<file path="config.mk">
export PLATFORM = sky130hd
export DESIGN_NAME = count_seq_ctrl
export DESIGN_NICKNAME = d
export VERILOG_FILES = /design/src/rtl/count_ctrl_pkg.sv /design/src/rtl/bcd_serial_conv.sv /design/src/rtl/count_seq_ctrl.sv
export SDC_FILE = /design/constraint.sdc
export NUM_CORES = 1
export LEC_CHECK = 0
export BUFFER_PORTS_ARGS = -buffer_cell sky130_fd_sc_hd__buf_2
export CORE_ASPECT_RATIO = 1.25
export CORE_MARGIN = 1
export CORE_UTILIZATION = 45
export CTS_CLUSTER_SIZE = 16
export DETAILED_ROUTE_END_ITERATION = 12
export HOLD_SLACK_MARGIN = 0.05
export PLACE_DENSITY = 0.71
export REMOVE_ABC_BUFFERS = 1
export SYNTH_ARGS = -nofsm -noshare
export SYNTH_HDL_FRONTEND = slang
export SYNTH_SLANG_ARGS = --single-unit
</file>
<file path="constraint.sdc">
create_clock -name clk -period 1.7 [get_ports clk]
set_input_delay 0.255 -clock clk [delete_from_list [all_inputs] [get_ports clk]]
set_output_delay 0.255 -clock clk [all_outputs]
set_load 0.005 [all_outputs]
</file>
<file path="src/rtl/count_ctrl_pkg.sv">
// Shared types and elaboration helpers for the counter/BCD sequencer.
//   ctrl_state_t : control FSM states (IDLE holds the count, RUN counts)
//   cv_state_t   : serial converter FSM states
//   bcd_digits() : decimal digits needed to show 2**width-1
package count_ctrl_pkg;

  typedef enum logic {
    IDLE,
    RUN
  } ctrl_state_t;

  typedef enum logic [1:0] {
    CV_IDLE,
    CV_SHIFT,
    CV_DONE
  } cv_state_t;

  function automatic int bcd_digits(input int width);
    longint unsigned maxv;
    int              d;
    maxv = (64'd1 << width) - 64'd1;
    d    = 1;
    while (maxv >= 64'd10) begin
      maxv = maxv / 64'd10;
      d    = d + 1;
    end
    return d;
  endfunction

endpackage

</file>
<file path="src/rtl/bcd_serial_conv.sv">
// Serial binary-to-BCD converter using shift-add-3 (double dabble).
// One input bit is consumed per cycle, so a conversion takes WIDTH shift
// cycles plus one cycle to publish the result.
//   clk, rst : clock and synchronous active-high reset
//   start    : snapshot bin and (re)start; restarting mid-conversion aborts it
//   bin      : binary value to convert
//   bcd      : last completed result (held until the next completion)
//   valid    : 1-cycle pulse when bcd has just been updated
//   busy     : conversion in progress
module bcd_serial_conv
  import count_ctrl_pkg::*;
#(
  parameter int WIDTH      = 8,
  parameter int BCD_DIGITS = 3
) (
  input  logic                    clk,
  input  logic                    rst,
  input  logic                    start,
  input  logic [WIDTH-1:0]        bin,
  output logic [4*BCD_DIGITS-1:0] bcd,
  output logic                    valid,
  output logic                    busy
);

  localparam int BCD_W = 4 * BCD_DIGITS;
  localparam int CNT_W = $clog2(WIDTH + 1);
  localparam logic [CNT_W-1:0] CNT_LAST = CNT_W'(WIDTH - 1);

  cv_state_t              state_q, state_d;
  logic [CNT_W-1:0]       cnt_q, cnt_d;
  logic [WIDTH-1:0]       bin_q, bin_d;
  logic [BCD_W-1:0]       sh_q, sh_d;
  logic [BCD_W-1:0]       bcd_q, bcd_d;
  logic                   valid_q, valid_d;
  logic                   busy_q, busy_d;
  logic [BCD_W+WIDTH-1:0] cat;

  // Correct every digit that would overflow past 9 once doubled.
  function automatic logic [BCD_W-1:0] add3(input logic [BCD_W-1:0] v);
    logic [BCD_W-1:0] r;
    r = v;
    for (int i = 0; i < BCD_DIGITS; i++) begin
      if (r[4*i +: 4] >= 4'd5) r[4*i +: 4] = r[4*i +: 4] + 4'd3;
    end
    return r;
  endfunction

  always_comb begin
    state_d = state_q;
    cnt_d   = cnt_q;
    bin_d   = bin_q;
    sh_d    = sh_q;
    bcd_d   = bcd_q;
    valid_d = 1'b0;
    cat     = {add3(sh_q), bin_q} << 1;
    if (start) begin
      // A new request always wins, even in CV_DONE: the stale result is dropped.
      bin_d   = bin;
      sh_d    = '0;
      cnt_d   = '0;
      state_d = CV_SHIFT;
    end else begin
      case (state_q)
        CV_SHIFT: begin
          sh_d  = cat[BCD_W+WIDTH-1:WIDTH];
          bin_d = cat[WIDTH-1:0];
          cnt_d = cnt_q + CNT_W'(1);
          if (cnt_q == CNT_LAST) state_d = CV_DONE;
        end
        CV_DONE: begin
          bcd_d   = sh_q;
          valid_d = 1'b1;
          state_d = CV_IDLE;
        end
        default: state_d = CV_IDLE;
      endcase
    end
    busy_d = (state_d != CV_IDLE);
  end

  always_ff @(posedge clk) begin
    if (rst) begin
      state_q <= CV_IDLE;
      cnt_q   <= '0;
      bcd_q   <= '0;
      valid_q <= 1'b0;
      busy_q  <= 1'b0;
    end else begin
      state_q <= state_d;
      cnt_q   <= cnt_d;
      bcd_q   <= bcd_d;
      valid_q <= valid_d;
      busy_q  <= busy_d;
    end
  end

  // Working registers are always rewritten on start, so they need no reset.
  always_ff @(posedge clk) begin
    bin_q <= bin_d;
    sh_q  <= sh_d;
  end

  assign bcd   = bcd_q;
  assign valid = valid_q;
  assign busy  = busy_q;

endmodule

</file>
<file path="src/rtl/count_seq_ctrl.sv">
// Sequencer for the preloadable up-counter and its BCD display path.
// Owns the count register, run/stop control and the increment prescaler,
// and launches a serial BCD conversion whenever the count changes.
//   clk, rst  : clock and synchronous active-high reset
//   start     : enter RUN          stop     : enter IDLE, hold count
//   load_req  : preload load_val   load_val : preload value
//   count_out : current count      bcd_out  : last completed BCD of the count
//   bcd_valid : bcd_out updated    busy     : conversion in progress
//   wrap      : 1-cycle pulse when the count rolls over max->0
module count_seq_ctrl
  import count_ctrl_pkg::*;
#(
  parameter int WIDTH      = 8,
  parameter int BCD_DIGITS = 3,
  parameter int PRESCALE   = 16
) (
  input  logic                    clk,
  input  logic                    rst,
  input  logic                    start,
  input  logic                    stop,
  input  logic                    load_req,
  input  logic [WIDTH-1:0]        load_val,
  output logic [WIDTH-1:0]        count_out,
  output logic [4*BCD_DIGITS-1:0] bcd_out,
  output logic                    bcd_valid,
  output logic                    busy,
  output logic                    wrap
);

  localparam int PS_W = (PRESCALE > 1) ? $clog2(PRESCALE) : 1;
  localparam logic [PS_W-1:0] PS_MAX = PS_W'(PRESCALE - 1);

  if (BCD_DIGITS < bcd_digits(WIDTH)) begin : g_bcd_digits_check
    $error("BCD_DIGITS too small to represent 2**WIDTH-1");
  end
  if (PRESCALE < 1) begin : g_prescale_check
    $error("PRESCALE must be at least 1");
  end

  ctrl_state_t      state_q, state_d;
  logic [WIDTH-1:0] count_q, count_d;
  logic [PS_W-1:0]  ps_q, ps_d;
  logic             wrap_q, wrap_d;
  logic             conv_start_q, conv_start_d;

  always_comb begin
    state_d      = state_q;
    count_d      = count_q;
    ps_d         = ps_q;
    wrap_d       = 1'b0;
    conv_start_d = 1'b0;
    if (load_req) begin
      count_d      = load_val;
      ps_d         = '0;
      conv_start_d = 1'b1;
      if (stop)       state_d = IDLE;
      else if (start) state_d = RUN;
    end else if (stop) begin
      // Stop outranks a coincident tick; the prescaler phase is kept for restart.
      state_d = IDLE;
    end else begin
      case (state_q)
        IDLE: if (start) state_d = RUN;
        RUN: begin
          if (ps_q == PS_MAX) begin
            ps_d         = '0;
            count_d      = count_q + WIDTH'(1);
            conv_start_d = 1'b1;
            wrap_d       = (count_q == '1);
          end else begin
            ps_d = ps_q + PS_W'(1);
          end
        end
        default: state_d = IDLE;
      endcase
    end
  end

  always_ff @(posedge clk) begin
    if (rst) begin
      state_q      <= IDLE;
      count_q      <= '0;
      ps_q         <= '0;
      wrap_q       <= 1'b0;
      conv_start_q <= 1'b0;
    end else begin
      state_q      <= state_d;
      count_q      <= count_d;
      ps_q         <= ps_d;
      wrap_q       <= wrap_d;
      conv_start_q <= conv_start_d;
    end
  end

  // conv_start_q is high in the first cycle the new count is visible, so the
  // converter snapshots exactly the value shown on count_out.
  bcd_serial_conv #(
    .WIDTH      (WIDTH),
    .BCD_DIGITS (BCD_DIGITS)
  ) u_conv (
    .clk   (clk),
    .rst   (rst),
    .start (conv_start_q),
    .bin   (count_q),
    .bcd   (bcd_out),
    .valid (bcd_valid),
    .busy  (busy)
  );

  assign count_out = count_q;
  assign wrap      = wrap_q;

endmodule

</file>
==> flow_summary.toml <==
[critical_path]
cp_max_fo = 4
required_ps = 1940
critPathLaunchType = "flop"
cp-end-kind = "flop"
worstPathArrival_ps = 1820
crit_type = "flop to flop"

[drt]
drtIter0Drc = 102
ant_nets = 0
firstDrtPassIters = 4
vias_per_cell = 5.20
route.detailed.drc = 0
routedWlPerCell_um = 12.4
totalWireLength_mm = 4.50
vias = 1889

[grt]
grt_pass1_vias = 1762
track_usage_pct = 17.5
antenna_found_initial = 0
grt_max_degree = 30
grt_overflow = 0
grt_first_pass_wirelength_mm = 7.78

[place]
gp_congestion = 0.801
dpl-instance-area_um2 = 2720
dpl.hpwl_mm = 3.21
portBuffers = 35

[cts]
clock-sinks = 55
insertion_delay_ps = 310
post_cts_buffers = 0
clkTransAtPathRegs_ps = 100
cts-buffers-inserted = 5
hold_buffers = 0
cts-htree-levels = 2
cts_tree = "done"
clk_path_buf_depth = 2
clockRootBuffer = "clkbuf_8"
ctsResizeCount = 0

[logic_synthesis]
syn_inst = 263
seq_area_frac_synth_pct = 47.8
ys_ff_latch = 55
ys_warn_count = 0
synth_area_um2 = 2470
synth.avg_cell_area_um2 = 9.40
synth_ff_type = "dfxtp_1"
async_flop_share_pct = 0
synth_edf_count = 8
synth.distinct_cells = 39

[timing]
finalSetupViolCount = 0
rsz0062_at_grt = "no"
slew_viol_final = 0
finalSetupTns_ps = 0
maxSlewHeadroom_pct = 61.2
fin_crit_sh_pct = 93.0
finalHoldViolCount = 0
fin_crit_ps = 1580
finClkSkew_ps = 9.90
whs_ps = 109
worst_pin_slew_ps = 582
fmax_mhz = 633

[pwr]
p_per_area_nw_per_um2 = 884
p_leak_nw = 1.09
ir_drop_mv = 0.510
finalPower_mw = 2.52

[final_layout]
design_area_um2 = 2850
num_antenna_cells = 0
area_growth_pct = 15.2
layout_commonest_cell = "dfxtp_1"
layout_common_cells = "47 x dfxtp_1, 41 x nand2_1, 35 x buf_2"
finalNetCount = 322
drive_above_1_share_pct = 23.6
n_fill_cell = 491

[die]
num_io_pins = 36
die_area_um2 = 5800
rows = 29
die_y_um = 84.9
die_w_um = 68.3
core_area_um2 = 5190
start_util_pct = 47.6

[min_path]
hold_class = "input port to flop"

[run_status]
outcome = "finished clean"

[run]
cap_violations = 0
[worst paths after layout]
path | slack, ps | startpoint | to | cells after the start
max | 120 | u_conv.sh_q[1]$_SDFFE_PP0P_ | u_conv.sh_q[2]$_SDFFE_PP0P_ | 6
min | 110 | stop | state_q$_SDFFE_PP0P_ | 2
max reg2reg | 120 | u_conv.sh_q[1]$_SDFFE_PP0P_ | u_conv.sh_q[2]$_SDFFE_PP0P_ | 6
min reg2reg | 450 | u_conv.bcd[1]$_SDFFE_PP0P_ | u_conv.bcd[1]$_SDFFE_PP0P_ | 2
[synthesized netlist by cell type, drive strengths merged, types with 6 or more instances]
cell type	n	area share, %
a211oi	7	2.5
a21oi	24	4.9
clkbuf	6	0.91
dfxtp	47	38
edfxtp	8	9.7
ha	9	4.6
inv	8	1.2
mux2	10	4.6
nand2	41	6.2
nand2b	7	1.8
nor2	21	3.3
nor3	6	1.4
o21ai	14	2.8
or3	6	1.5
xnor2	10	3.5
[cell families after synthesis]
logic type / Yosys count / synth area share (%)
xor+xnor: 15 / 5.31
mux: 11 / 4.96
compound gates: 48 / 11.5
simple gates: 106 / 22.6
flops: 55 / 47.8
fa+ha+maj: 9 / 4.55
buf+inv: 19 / 3.29
[per-layer routing]
layer,track usage (%),vias to the layer above,routed length (µm)
met1,22.2,861,2110
met4,7.39,0,76
met3,2.96,8,160
met2,28.4,47,2160
met5,0,-,0
li1,-,973,-
[power by group]
group / internal, mW / total, mW / switching, mW
Combinational: 0.0937 / 0.197 / 0.103
Sequential: 1.37 / 1.42 / 0.0461
Clock: 0.470 / 0.903 / 0.432
[area by class of cell]
class / count / area (µm²) / share of cell area [%]
multi-input combinational: 189 / 1210 / 42.6
clock inverter: 1 / 6.26 / 0.220
inverter: 8 / 30.0 / 1.05
timing repair buffer: 41 / 220 / 7.73
sequential: 55 / 1180 / 41.5
clock buffer: 7 / 119 / 4.17
tap: 62 / 77.6 / 2.72
[critical path: stages, from the launching register on]
cell and delay (ps):
dfxtp_1 360, inv_1 80, ha_1 180, nand2b_1 140, a21oi_1 260, mux2_2 370
o21ai_0 130
[per-stage QoR]
step           instances  worst slack (ps)  utilization, %
2_1_floorplan        252               263               -
3_3_place_gp         355               207            52.4
3_5_place_dp         355               141            52.4
4_1_cts              363               121            54.8
5_1_grt              363              6.29            54.9
6_report             363               119            54.9
[state kept, by name (all words and copies together), names as in the netlist]
signal	flops
u_conv.sh_q	12
u_conv.bin_q	8
wrap	1
u_conv.valid	1
state_q	1
count_out	8
u_conv.busy	1
ps_q	4
conv_start_q	1
u_conv.bcd	12
u_conv.cnt_q	4
u_conv.state_q	2
Power figures use the tool's default switching activity.
